[src/rtl/hazard_pkg.sv]
// Shared hazard-controller types: cause encoding and the default ecall source register.
package hazard_pkg;

  typedef enum logic [2:0] {
    NONE,
    LOAD_USE,
    RAW_SB,
    WAW_SB,
    ECALL,
    STRUCT,
    FREEZE,
    REDIRECT
  } hazard_cause_e;

  localparam int ECALL_REG_DEFAULT = 17;

endpackage

[src/rtl/hazard_scoreboard.sv]
// Pending-destination scoreboard for long-latency EX ops; x0 is never tracked.
module hazard_scoreboard import hazard_pkg::*; #(
  parameter int REG_AW   = 5,
  parameter int SB_DEPTH = 4
) (
  input  logic                     clk,
  input  logic                     rst_n,
  input  logic                     lu_issue,
  input  logic [REG_AW-1:0]        lu_issue_rd,
  input  logic                     lu_done,
  input  logic [REG_AW-1:0]        lu_done_rd,
  output logic [(2**REG_AW)-1:0]   pending,
  output logic                     sb_full
);

  localparam int NUM_REGS = 2**REG_AW;
  localparam int CW       = $clog2(SB_DEPTH + 1);
  localparam logic [CW-1:0] FULL_CNT = CW'(SB_DEPTH);

  logic [CW-1:0]       count;
  logic [CW-1:0]       count_nxt;
  logic [NUM_REGS-1:0] pending_nxt;
  logic                issue_v;
  logic                done_v;

  assign sb_full = (count == FULL_CNT);

  always_comb begin
    issue_v     = lu_issue && (lu_issue_rd != '0);
    done_v      = lu_done && pending[lu_done_rd];
    pending_nxt = pending;
    // Clear before set so a same-register issue+done leaves the bit set.
    if (done_v)  pending_nxt[lu_done_rd]  = 1'b0;
    if (issue_v) pending_nxt[lu_issue_rd] = 1'b1;
    count_nxt = count;
    if (issue_v && !done_v && !sb_full) count_nxt = count + 1'b1;
    else if (done_v && !issue_v)        count_nxt = count - 1'b1;
  end

  always_ff @(posedge clk or negedge rst_n) begin
    if (!rst_n) begin
      pending <= '0;
      count   <= '0;
    end else begin
      pending <= pending_nxt;
      count   <= count_nxt;
    end
  end

  a_no_issue_when_full: assert property (@(posedge clk) disable iff (!rst_n)
    !(lu_issue && sb_full));

endmodule

[src/rtl/hazard_scoreboard_unit.sv]
// Hazard controller: load-use, scoreboard RAW/WAW, ecall, structural stalls, redirect flush, dmem freeze.
// Optional perf counters (stall_cycles, flush_events, freeze_cycles) under HAZARD_PERF_EN.
module hazard_scoreboard_unit import hazard_pkg::*; #(
  parameter int REG_AW       = 5,
  parameter int SB_DEPTH     = 4,
  parameter int ECALL_REG    = ECALL_REG_DEFAULT,
  parameter int FLUSH_STAGES = 2
) (
  input  logic                    clk,
  input  logic                    reset_n,
  input  logic [REG_AW-1:0]       id_rs1,
  input  logic [REG_AW-1:0]       id_rs2,
  input  logic [REG_AW-1:0]       id_rd,
  input  logic                    id_use_rs1,
  input  logic                    id_use_rs2,
  input  logic                    id_reg_write,
  input  logic                    id_is_ecall,
  input  logic                    id_is_long,
  input  logic                    ex_mem_read,
  input  logic                    ex_reg_write,
  input  logic [REG_AW-1:0]       ex_rd,
  input  logic                    ex_is_jal,
  input  logic                    ex_is_jalr,
  input  logic                    ex_is_branch,
  input  logic                    ex_bcond,
  input  logic                    lu_issue,
  input  logic [REG_AW-1:0]       lu_issue_rd,
  input  logic                    lu_done,
  input  logic [REG_AW-1:0]       lu_done_rd,
  input  logic                    dmem_busy,
  output logic                    pc_write,
  output logic                    if_id_write,
  output logic                    id_ex_write,
  output logic                    ex_mem_write,
  output logic                    control_op,
  output logic [FLUSH_STAGES-1:0] flush,
`ifdef HAZARD_PERF_EN
  output logic [31:0]             stall_cycles,
  output logic [31:0]             flush_events,
  output logic [31:0]             freeze_cycles,
`endif
  output logic                    sb_full
);

  localparam int NUM_REGS = 2**REG_AW;
  localparam logic [REG_AW-1:0] ECALL_RD = REG_AW'(ECALL_REG);

  logic [1:0]          rst_sync;
  logic                rst_n;
  logic [NUM_REGS-1:0] pending;
  logic                load_use, raw_hit, waw_hit, ecall_hit, struct_hit, redirect;
  hazard_cause_e       cause;

  always_ff @(posedge clk or negedge reset_n) begin
    if (!reset_n) rst_sync <= '0;
    else          rst_sync <= {rst_sync[0], 1'b1};
  end
  assign rst_n = rst_sync[1];

  hazard_scoreboard #(.REG_AW(REG_AW), .SB_DEPTH(SB_DEPTH)) u_sb (
    .clk         (clk),
    .rst_n       (rst_n),
    .lu_issue    (lu_issue),
    .lu_issue_rd (lu_issue_rd),
    .lu_done     (lu_done),
    .lu_done_rd  (lu_done_rd),
    .pending     (pending),
    .sb_full     (sb_full)
  );

  always_comb begin
    load_use   = ex_mem_read && ex_reg_write && (ex_rd != '0) &&
                 ((id_use_rs1 && id_rs1 == ex_rd) || (id_use_rs2 && id_rs2 == ex_rd));
    // A result retiring this cycle still counts as pending.
    raw_hit    = (id_use_rs1 && id_rs1 != '0 && pending[id_rs1]) ||
                 (id_use_rs2 && id_rs2 != '0 && pending[id_rs2]);
    waw_hit    = id_reg_write && pending[id_rd];
    ecall_hit  = id_is_ecall && (pending[ECALL_REG] || (ex_reg_write && ex_rd == ECALL_RD));
    struct_hit = id_is_long && sb_full;
    redirect   = ex_is_jal || ex_is_jalr || (ex_is_branch && ex_bcond);
    cause = NONE;
    if (dmem_busy)       cause = FREEZE;
    else if (redirect)   cause = REDIRECT;
    else if (load_use)   cause = LOAD_USE;
    else if (raw_hit)    cause = RAW_SB;
    else if (waw_hit)    cause = WAW_SB;
    else if (ecall_hit)  cause = ECALL;
    else if (struct_hit) cause = STRUCT;
  end

  always_comb begin
    pc_write     = 1'b1;
    if_id_write  = 1'b1;
    id_ex_write  = 1'b1;
    ex_mem_write = 1'b1;
    control_op   = 1'b0;
    flush        = '0;
    case (cause)
      FREEZE: begin
        pc_write     = 1'b0;
        if_id_write  = 1'b0;
        id_ex_write  = 1'b0;
        ex_mem_write = 1'b0;
      end
      REDIRECT: flush = '1;
      LOAD_USE, RAW_SB, WAW_SB, ECALL, STRUCT: begin
        pc_write    = 1'b0;
        if_id_write = 1'b0;
        control_op  = 1'b1;
      end
      default: ;
    endcase
  end

`ifdef HAZARD_PERF_EN
  always_ff @(posedge clk or negedge rst_n) begin
    if (!rst_n) begin
      stall_cycles  <= '0;
      flush_events  <= '0;
      freeze_cycles <= '0;
    end else begin
      if (cause inside {LOAD_USE, RAW_SB, WAW_SB, ECALL, STRUCT}) stall_cycles <= stall_cycles + 32'd1;
      if (cause == REDIRECT) flush_events  <= flush_events + 32'd1;
      if (cause == FREEZE)   freeze_cycles <= freeze_cycles + 32'd1;
    end
  end
`endif

endmodule
[config.mk]
export PLATFORM = sky130hd
export DESIGN_NAME = hazard_scoreboard_unit
export DESIGN_NICKNAME = d
export VERILOG_FILES = /design/src/rtl/hazard_pkg.sv /design/src/rtl/hazard_scoreboard.sv /design/src/rtl/hazard_scoreboard_unit.sv
export SDC_FILE = /design/constraint.sdc
export NUM_CORES = 1
export LEC_CHECK = 0
export ABC_AREA = 1
export ABC_CLOCK_PERIOD_IN_PS = 2200
export BUFFER_PORTS_ARGS = -buffer_cell sky130_fd_sc_hd__buf_4
export CORE_AREA = 2 2 111 113
export CTS_CLUSTER_SIZE = 25
export DETAILED_ROUTE_END_ITERATION = 8
export DIE_AREA = 0 0 113 115
export PLACE_DENSITY = 0.51
export SETUP_SLACK_MARGIN = 0.02
export SLEW_MARGIN = 0
export SYNTH_ARGS = -nofsm -noshare
export SYNTH_HDL_FRONTEND = slang
export SYNTH_SLANG_ARGS = --single-unit
[constraint.sdc]
create_clock -name clk -period 2.2 [get_ports clk]
set_input_delay 0.33 -clock clk [delete_from_list [all_inputs] [get_ports clk]]
set_output_delay 0.33 -clock clk [all_outputs]
set_load 0.03 [all_outputs]
==> key figures, run 1 <==
Run status
  • Status: complete, but fails checks
  • Violated checks: DRC

Global routing
  • Vias in the first global route: around 3800
  • Initial antenna violation count: 0
  • Global-route wire length before repair: roughly 20000 um
  • Grt ovf: 0
  • Largest net degree at the start of global routing: 36
  • Total track usage: roughly a fifth

Detailed routing
  • Vias per cell: 5.04
  • Remaining DRCs: 7
  • Drt wl/cell: approximately 15 um
  • DR iter-0 viols: 301
  • Total number of vias: 3986
  • DR pass1 iterations: 6
  • Post-DRT Antenna Nets: 0
  • Routed wire length: between 10000 and 15000 um

STA
  • Period minus WS final: 2160 ps
  • Fmax: 463 MHz
  • Final Hold Fails: 0
  • Final Hold Slack: 278 ps
  • Final setup viols: 0
  • Slew Limit Fails: 0
  • Tightest Pin Transition: 534 ps
  • RSZ-0062 raised after global routing: true
  • Max-slew headroom: 64.4%
  • Clock Skew: 2.85 ps
  • Final Cycle Share: ~100%
  • PnR worst setup slack: 38.2 ps
  • Setup TNS: 0 ps

Final layout
  • Post-route cell area: 4440 sq um
  • Area growth from synthesis to layout: 33.1%
  • Register area: ~950 sq um
  • Share of cells above drive strength 1: 27.6%
  • Commonest non-fill, non-tap cell in the layout: nand2_1
  • Fill cells: approximately 1300
  • Area of the multi-input gates: roughly 2200 sq um
  • Most frequent cells in the layout: 188 x nand2_1, 77 x nand3_1, 77 x buf_4
  • Final #Nets: around 700
  • Final antenna diode count: 0

CTS
  • H-tree levels: 2
  • Clock transition at the registers of the reported paths: 50 ps
  • Clock Tree Buf Depth: 2
  • CTS Root Cell: clkbuf_16
  • CTS buffer count: 5
  • CTS tree: built
  • # clock sinks: 37
  • Worst skew pair latency: 270 ps

Hold path
  • Hold WC Path Type: reg2async

Worst setup path
  • Crit path cell chain: nand2_1 > nand3_1 > nand3_1 > nand2_2 > nand2_2 > nand3b_1 > nand3_2 > nand2_1 > nand2_2 > nand2_4 > o21bai_4 > buf_6
  • CP top delay family: simple AND/OR/NAND/NOR gates
  • Crit path capture type: output port
  • Cell mode on critical path: nand2_2
  • CP peak stage delay: 440 ps
  • Crit-path slowest cell: dfrtp_1
  • Startpoint Class: flip-flop
  • Buf/Inv on CP: 1
  • Worst Path Arrival: approximately 1800 ps
  • Crit path max fanout: 3
  • Cell depth of the worst setup path: 12
  • Reg2reg path depth: 15
  • Critical path required time: 1870 ps
  • CP Class: reg2out

Placed design
  • RD Place Congestion: ~0.87
  • Dpl hpwl: 9140 um
  • Placed Area: about 4100 sq um
  • # port buffers: 53
  • Pre-CTS setup slack: 12.2 ps

Synth
  • Post-Syn Area: 3340 sq um
  • Synthesized Nets: 617
  • Yosys cell types: 31
  • Synth Warn #: 0
  • Synthesized flop and latch total: 37
  • Seq/Total Area, Yosys: 27.7%
  • Synthesized netlist cell count: 570
  • Syn avg cell area: 5.85 sq um

Floorplan
  • Initial Utilization: 28.3%
  • Die ar.: 13000 sq um
  • CORE AREA: approximately 12000 sq um
  • Ports: 54
  • Cell Rows: 40
  • Die Ht: 115 um
  • Die Wd: 113 um

Flow run
  • Maxcap violations: 0

Pwr
  • PwrDens: between 600 and 700 nW/um^2
  • Leakage: 2.12 nW
  • VDD IR max: 507 uV
flip-flops by register name, indices dropped and copies added (netlist names):
| register | flops |
|---|---|
| u_sb.pending | 32 |
| u_sb.count | 3 |
| rst_sync | 2 |
final cells by class:
type                       instances  area share, %
sequential                        37           21.3
tap                              147           4.14
timing repair buffer              87           16.7
clock buffer                       8           3.07
inverter                          63           5.41
multi-input combinational        449           49.3
where the power goes:
part           switching, W  leakage (nW)  internal (W)
Combinational      0.000731          1.64      0.000512
Clock              0.000249        0.0652      0.000421
Sequential         0.000292         0.415      0.000888
worst paths after layout:
kind / start / endpoint / slack [ps]
worst max-delay path: u_sb.pending[11] / if_id_write / 40
worst min-delay path: rst_sync[1] / u_sb.pending[5] / 280
worst max register to register: u_sb.pending[11] / u_sb.count[2] / 160
worst min register to register: rst_sync[1] / u_sb.pending[5] / 280
max in group asynchronous: rst_sync[1] / u_sb.pending[23] / 1570
min in group clk: lu_done / u_sb.pending[0] / 320
kinds of logic (layout without fill, tap and decap cells):
| kind of cell | Yosys count | count (layout) | share of synthesized area [%] |
|---|---|---|---|
| AO/OA/AOI/OAI | 95 | 95 | 15.0 |
| XOR/XNOR | 3 | 3 | 0.788 |
| adder cells (fa/ha/maj) | 1 | 1 | 0.600 |
| buffers and inverters | 84 | 158 | 11.1 |
| flip-flops | 37 | 37 | 27.7 |
| other | 1 | 1 | 0.112 |
| AND/OR/NAND/NOR | 349 | 349 | 44.6 |
cell usage after synthesis (all sizes together):
cell type	n	area, sq um
nand3b	1	7.51
o21bai	1	7.51
nor3	9	45.0
a41oi	1	8.76
conb	1	3.75
clkbuf	5	18.8
nand3	92	460
buf	16	116
nor2	38	160
inv	60	225
o211ai	1	7.51
fa	1	20.0
o21ai	69	345
a22oi	3	22.5
o211a	1	10.0
nand2	206	796
nand4	3	18.8
a21oi	15	75.1
xor2	3	26.3
dfrtp	37	926
o22ai	4	25.0
clkinv	3	11.3
per-stage QoR:
step,instances,total power [W],util [%]
after global placement,777,0.00227,34.6
after CTS,790,0.00301,36.5
after global routing,791,0.00332,37.6
final,791,0.00309,37.6
after detailed placement,777,0.00227,34.6
after floorplan,570,0.00181,-
routing by layer:
metal / routed length [um] / part of all wire [%] / vias up / GRT usage, %
met5: 0 / 0 / - / 0
li1: - / - / 1996 / -
met1: 5630 / 47 / 1844 / 26.3
met2: 5590 / 46 / 138 / 31.1
met3: 742 / 6.1 / 8 / 2.21
met4: 119 / 0.99 / 0 / 3.98
worst reg2reg max path, delay by kind of cell (launching register included):
family	cells	cell delay (ps)
buf+inv	2	190
fa+ha+maj	1	380
compound gates	1	110
simple gates	11	820
flops	1	440
timing repair:
item / 4_1_cts / 5_1_grt
hold endpoints to repair: 2 / 0
gates resized for setup: 27 / 48
pin swaps: 3 / 33
setup buffers: 4 / 1
hold buffers: 1 / 0
setup endpoints to repair: 3 / 4
Power figures use the tool's default switching activity.
==> inputs of run 2 (changes only) <==
--- a/config.mk
+++ b/config.mk
@@ -8,11 +8,13 @@
 export ABC_AREA = 1
 export ABC_CLOCK_PERIOD_IN_PS = 2200
 export BUFFER_PORTS_ARGS = -buffer_cell sky130_fd_sc_hd__buf_4
-export CORE_AREA = 2 2 111 113
+export CELL_PAD_IN_SITES_DETAIL_PLACEMENT = 1
+export CELL_PAD_IN_SITES_GLOBAL_PLACEMENT = 2
+export CORE_AREA = 2 2 123 101
 export CTS_CLUSTER_SIZE = 25
 export DETAILED_ROUTE_END_ITERATION = 8
-export DIE_AREA = 0 0 113 115
-export PLACE_DENSITY = 0.51
+export DIE_AREA = 0 0 125 103
+export PLACE_DENSITY = 0.84
 export SETUP_SLACK_MARGIN = 0.02
 export SLEW_MARGIN = 0
 export SYNTH_ARGS = -nofsm -noshare
==> key figures, run 2 (synthesized netlist as in run 1, its figures left out) <==
STA
  • Clock Skew: 5.40 ps (was 2.85 ps)
  • Final setup viols: 3 (was 0)
  • Final Hold Slack: 290 ps (was 278 ps)
  • Slew Limit Fails: 0 (unchanged)
  • Fmax: 441 MHz (was 463 MHz)
  • Max-slew headroom: 60.0% (was 64.4%)
  • PnR worst setup slack: -66.1 ps (was 38.2 ps)
  • Final Cycle Share: 103% (was 98.3%)
  • Period minus WS final: 2270 ps (was 2160 ps)
  • Tightest Pin Transition: 599 ps (was 534 ps)
  • RSZ-0062 raised after global routing: true (unchanged)
  • Final Hold Fails: 0 (unchanged)

Worst setup path
  • R2r startpoint: u_sb.pending[8] (was u_sb.pending[11])
  • Crit path cell chain: buf_6 > nand2_2 > nand3_2 > nand3_2 > nand2_1 > nand2_1 > nand3_2 > nand3_4 > nand2_2 > nand2_2 > nand2_4 > o21bai_4 > buf_6 (was nand2_1 > nand3_1 > nand3_1 > nand2_2 > nand2_2 > nand3b_1 > nand3_2 > nand2_1 > nand2_2 > nand2_4 > o21bai_4 > buf_6)
  • Crit path capture type: output port (unchanged)
  • Critical path required time: 1870 ps (about the same)
  • Crit-path slowest cell: dfrtp_1 (unchanged)
  • CP peak stage delay: 420 ps (was 440 ps)
  • Crit path max fanout: 3 (unchanged)
  • Setup crit start: u_sb.pending[16] (was u_sb.pending[11])
  • Worst Path Arrival: 1940 ps (was 1830 ps)
  • Startpoint Class: flip-flop (unchanged)
  • CP Class: reg2out (unchanged)

Detailed routing
  • Post-DRT Antenna Nets: 0 (unchanged)
  • Vias per cell: 5.18 (was 5.04)
  • Routed wire length: 14800 um (was 12100 um)
  • DR pass1 iterations: 4 (was 6)
  • DR iter-0 viols: 213 (was 301)
  • Drt wl/cell: 18.1 um (was 15.3 um)
  • Total number of vias: 4219 (was 3986)
  • Remaining DRCs: 0 (was 7)

Floorplan
  • Cell Rows: 36 (was 40)
  • Ports: 54 (unchanged)
  • Initial Utilization: 28.3% (about the same)
  • Die ar.: 12900 sq um (was 13000 sq um)
  • CORE AREA: 11800 sq um (about the same)
  • Die Wd: 125 um (was 113 um)
  • Die Ht: 103 um (was 115 um)

Final layout
  • Most frequent cells in the layout: 192 x nand2_1, 98 x buf_4, 78 x nand3_1 (was 188 x nand2_1, 77 x nand3_1, 77 x buf_4)
  • Final antenna diode count: 0 (unchanged)
  • Final Non-Filler Cells: 814 (was 791)
  • Final #Nets: 708 (was 690)
  • Max reg flops: 32 (unchanged)
  • Area growth from synthesis to layout: 36.3% (was 33.1%)
  • Fill cells: 1604 (was 1277)
  • Post-route core utilization: 38.5% (was 37.6%)
  • Largest regs: u_sb.pending x32, u_sb.count x3, rst_sync x2 (unchanged)
  • Post-route cell area: 4550 sq um (was 4440 sq um)
  • Commonest non-fill, non-tap cell in the layout: nand2_1 (unchanged)
  • Share of cells above drive strength 1: 29.3% (was 27.6%)
  • Most flop-heavy register: u_sb.pending (unchanged)

CTS
  • # clock sinks: 37 (unchanged)
  • Worst skew pair latency: 290 ps (was 270 ps)
  • H-tree levels: 2 (unchanged)
  • CTS Root Cell: clkbuf_16 (unchanged)
  • CTS tree: built (unchanged)
  • CTS buffer count: 5 (unchanged)
  • Clock Tree Buf Depth: 2 (unchanged)
  • Clock transition at the registers of the reported paths: 70 ps (was 50 ps)

Pwr
  • PwrDens: 740 nW/um^2 (was 696 nW/um^2)
  • Leakage: 2.19 nW (was 2.12 nW)
  • VDD IR max: 379 uV (was 507 uV)

Global routing
  • Total track usage: 23.0% (was 18.7%)
  • Initial antenna violation count: 1 (was 0)
  • Global-route wire length before repair: 23400 um (was 19500 um)
  • Grt ovf: 0 (unchanged)
  • Largest net degree at the start of global routing: 36 (unchanged)
  • Vias in the first global route: 4298 (was 3816)

Placed design
  • Dpl hpwl: 11200 um (was 9140 um)
  • # port buffers: 53 (unchanged)
  • Placed cells: 788 (was 777)
  • Pre-CTS setup slack: -44.9 ps (was 12.2 ps)
  • Placed Area: 4090 sq um (about the same)
  • RD Place Congestion: 0.941 (was 0.869)

Run status
  • Status: complete, but fails checks (unchanged)
  • Violated checks: setup timing (was DRC)

Hold path
  • Hold WC Path Type: reg2async (unchanged)

Flow run
  • Maxcap violations: 0 (unchanged)
==> run 2: cell count changes in the layout (fill, tap and decap cells not counted), sizes merged <==
cell,before,now
clkinv,2,4
buf,86,104
clkinvlp,0,1
clkbuf,8,5
==> run 2: power breakdown <==
group | leakage, nW | total, W | internal (W) | switching [W]
clock network | 0.0702 | 0.000742 | 0.000422 | 0.000320
logic | 1.71 | 0.00138 | 0.000572 | 0.000807
registers | 0.410 | 0.00125 | 0.000892 | 0.000356
==> run 2: stage by stage <==
| step | power, W | TNS [ps] |
|---|---|---|
| 3_5_place_dp | 0.00238 | -94.1 |
| 6_report | 0.00337 | -170 |
| 2_1_floorplan | 0.00181 | 0 |
| 3_3_place_gp | 0.00232 | 0 |
| 5_1_grt | 0.00360 | -580 |
| 4_1_cts | 0.00328 | -15.8 |
==> run 2: routing by layer <==
metal  vias to the layer above  global-route usage (%)  part of all wire (%)
met3                        27                    3.22                   6.1
met4                         2                    5.73                   2.4
met1                      2055                    32.3                    47
li1                       2037                       -                     -
met2                        98                    37.5                    44
met5                         -                       0                 0.088
==> run 2: what timing repair did <==
action                                  4_1_cts  5_1_grt
hold buffers                                  1        0
endpoints found under the setup margin        3        5
hold endpoints to repair                      2        0
resized for setup                            46       26
setup buffers                                14        3
pin swaps                                    15       21
==> run 2: layout make-up <==
| cell class | instances | area, sq um | area share, % |
|---|---|---|---|
| well taps | 152 | 190 | 4.18 |
| clock buffers | 5 | 125 | 2.75 |
| multi-input cells | 449 | 2190 | 48.1 |
| flip-flops and latches | 37 | 953 | 21.0 |
| clock inverters | 3 | 21.3 | 0.468 |
| inverters | 63 | 240 | 5.28 |
| repair buffers | 105 | 831 | 18.3 |
==> run 2: path summary, 6_finish.rpt <==
check                      depth (start not counted)          endpoint  slack [ps]
setup / recovery                                  13       if_id_write         -70
hold / removal                                     1  u_sb.pending[27]         290
setup reg to reg                                  15     u_sb.count[2]         140
hold reg to reg                                    1  u_sb.pending[27]         290
max in group asynchronous                          1   u_sb.pending[8]        1540
min in group clk                                   2   u_sb.pending[0]         290
==> run 2: worst max-delay path: cells and delay by family, from the launching register on <==
kind            cells  cell delay, ps
flops               1             420
buf+inv             2             290
simple gates       10             790
compound gates      1             160
==> inputs of run 3 (changes only) <==
--- a/config.mk
+++ b/config.mk
@@ -15,6 +15,7 @@
 export DETAILED_ROUTE_END_ITERATION = 8
 export DIE_AREA = 0 0 125 103
 export PLACE_DENSITY = 0.84
+export REMOVE_ABC_BUFFERS = 1
 export SETUP_SLACK_MARGIN = 0.02
 export SLEW_MARGIN = 0
 export SYNTH_ARGS = -nofsm -noshare
==> key figures, run 3 (synthesized netlist as in run 1, its figures left out) <==
Worst setup path
  • Reg2reg path depth: 14 (was 15)
  • Critical path required time: 1870 ps (about the same)
  • Crit path capture type: output port (unchanged)
  • CP Class: reg2out (unchanged)
  • Buf/Inv on CP: 2 (unchanged)
  • Worst Path Arrival: 1950 ps (was 1940 ps)
  • Cell mode on critical path: nand3_2
  • Cell depth of the worst setup path: 12 (was 13)
  • Crit path cell chain: nand2_1 > nand3_1 > nand3_2 > nand2_2 > nor2_4 > nand2_1 > nand3_2 > nand2_2 > inv_2 > nand3_2 > o21bai_1 > buf_4 (was buf_6 > nand2_2 > nand3_2 > nand3_2 > nand2_1 > nand2_1 > nand3_2 > nand3_4 > nand2_2 > nand2_2 > nand2_4 > o21bai_4 > buf_6)
  • Startpoint Class: flip-flop (unchanged)
  • Crit-path slowest cell: dfrtp_2 (was dfrtp_1)
  • CP top delay family: simple AND/OR/NAND/NOR gates (unchanged)
  • Crit path max fanout: 5 (was 3)
  • CP peak stage delay: 470 ps (was 420 ps)

Pwr
  • Leakage: 2.19 nW (about the same)
  • PwrDens: 748 nW/um^2 (was 740 nW/um^2)
  • VDD IR max: 328 uV (was 379 uV)

STA
  • Clock Skew: 8.43 ps (was 5.40 ps)
  • Final setup viols: 3 (unchanged)
  • RSZ-0062 raised after global routing: true (unchanged)
  • Period minus WS final: 2280 ps (was 2270 ps)
  • Fmax: 439 MHz (was 441 MHz)
  • Final Hold Fails: 0 (unchanged)
  • Slew Limit Fails: 0 (unchanged)
  • PnR worst setup slack: -77.7 ps (was -66.1 ps)
  • Final Cycle Share: 104% (was 103%)

Placed design
  • Dpl hpwl: 11300 um (was 11200 um)
  • Pre-CTS setup slack: -112 ps (was -44.9 ps)
  • RD Place Congestion: 0.863 (was 0.941)
  • # port buffers: 53 (unchanged)
  • Placed Area: 4110 sq um (was 4090 sq um)

Global routing
  • Total track usage: 22.5% (was 23.0%)
  • Largest net degree at the start of global routing: 32 (was 36)
  • Initial antenna violation count: 0 (was 1)
  • Vias in the first global route: 4289 (was 4298)
  • Grt ovf: 0 (unchanged)
  • Global-route wire length before repair: 23000 um (was 23400 um)

Final layout
  • Most flop-heavy register: u_sb.pending (unchanged)
  • Area growth from synthesis to layout: 35.6% (was 36.3%)
  • Final antenna diode count: 0 (unchanged)
  • Share of cells above drive strength 1: 26.0% (was 29.3%)
  • Largest regs: u_sb.pending x32, u_sb.count x3, rst_sync x2 (unchanged)
  • Register area: 946 sq um (was 953 sq um)
  • Fill cells: 1573 (was 1604)
  • Post-route cell area: 4520 sq um (was 4550 sq um)
  • Final #Nets: 703 (was 708)
  • Area of the multi-input gates: 2150 sq um (was 2190 sq um)
  • Most frequent cells in the layout: 194 x nand2_1, 92 x buf_4, 83 x nand3_1 (was 192 x nand2_1, 98 x buf_4, 78 x nand3_1)
  • Commonest non-fill, non-tap cell in the layout: nand2_1 (unchanged)
  • Max reg flops: 32 (unchanged)

Run status
  • Violated checks: setup timing (unchanged)
  • Status: complete, but fails checks (unchanged)

Detailed routing
  • Vias per cell: 5.15 (was 5.18)
  • DR pass1 iterations: 5 (was 4)
  • Remaining DRCs: 0 (unchanged)
  • Drt wl/cell: 17.9 um (was 18.1 um)
  • Total number of vias: 4169 (was 4219)
  • Routed wire length: 14500 um (was 14800 um)
  • Post-DRT Antenna Nets: 0 (unchanged)
  • DR iter-0 viols: 293 (was 213)

CTS
  • CTS tree: built (unchanged)
  • CTS Root Cell: clkbuf_16 (unchanged)
  • # clock sinks: 37 (unchanged)
  • Clock Tree Buf Depth: 2 (unchanged)
  • CTS buffer count: 5 (unchanged)
  • H-tree levels: 2 (unchanged)
  • Clock transition at the registers of the reported paths: 60 ps (was 70 ps)
  • Worst skew pair latency: 290 ps (about the same)

Floorplan
  • Cell Rows: 36 (unchanged)
  • Die Ht: 103 um (unchanged)
  • Ports: 54 (unchanged)
  • Initial Utilization: 28.3% (unchanged)
  • Die ar.: 12900 sq um (unchanged)
  • CORE AREA: 11800 sq um (unchanged)
  • Die Wd: 125 um (unchanged)

Hold path
  • Hold WC Path Type: reg2async (unchanged)

Flow run
  • Maxcap violations: 0 (unchanged)
run 3: cell count changes in the layout (fill, tap and decap cells not counted), sizes merged:
cell / delta
buf: -5
clkinv: -1
inv: -1
clkbuf: +2
bufinv: +1
clkinvlp: -1
run 3: path summary, 6_finish.rpt:
path	slack [ps]	end	startpoint
setup / recovery	-80	pc_write	u_sb.pending[23]
hold / removal	200	u_sb.count[1]	rst_sync[1]
setup reg to reg	140	u_sb.count[2]	u_sb.pending[28]
hold reg to reg	200	u_sb.count[1]	rst_sync[1]
max in group asynchronous	1230	u_sb.pending[12]	rst_sync[1]
min in group clk	300	u_sb.pending[0]	lu_done
run 3: layout make-up:
class	instances	area share, %
Multi-Input combinational cell	449	47.5
Inverter	63	5.23
Clock buffer	7	3.15
Timing Repair Buffer	100	18.4
Sequential cell	37	20.9
Tap cell	152	4.20
Clock inverter	1	0.664
run 3: worst reg2reg max path, cell delays in order (launching register included):
cell,delay [ps]
dfrtp_2,440
buf_4,150
a22oi_2,160
nand2_1,90
nand2_1,70
nand2_1,60
nor2_2,150
nand2_4,90
nand2_4,70
nand2_2,60
fa_2,360
inv_1,60
nand2_1,60
nand3_1,80
nand2_1,50
run 3: layer usage:
metal	GRT usage, %	vias to the layer above	share of wire [%]
li1	-	2017	-
met1	31.7	2051	49
met2	38.5	93	47
met3	3.22	8	4.2
met4	2.14	0	0.44
met5	0	-	0
run 3: metrics by stage:
step           power [W]  setup TNS, ps  std cells  util, %  hold slack [ps]
2_1_floorplan    0.00175           -775        549        -             34.4
3_3_place_gp     0.00227           -229        786     34.8              114
3_5_place_dp     0.00233           -336        786     34.8              114
4_1_cts          0.00329           -213        803     37.2              199
5_1_grt          0.00361           -602        809     38.3              232
6_report         0.00338           -226        809     38.3              198
run 3: what timing repair did:
| item | 4_1_cts | 5_1_grt |
|---|---|---|
| endpoints found under the hold margin | 2 | 0 |
| gates resized for setup | 27 | 28 |
| setup endpoints to repair | 3 | 4 |
| pin swaps | 9 | 20 |
| setup buffers | 8 | 6 |
| hold buffers | 1 | 0 |
run 3: power by group:
group / switching [W] / total [W] / internal (W) / leakage [nW]
Clock: 0.000297 / 0.000864 / 0.000567 / 0.0841
Sequential: 0.000277 / 0.00116 / 0.000886 / 0.416
Combinational: 0.000793 / 0.00136 / 0.000563 / 1.69
Total: 0.00137 / 0.00338 / 0.00202 / 2.19
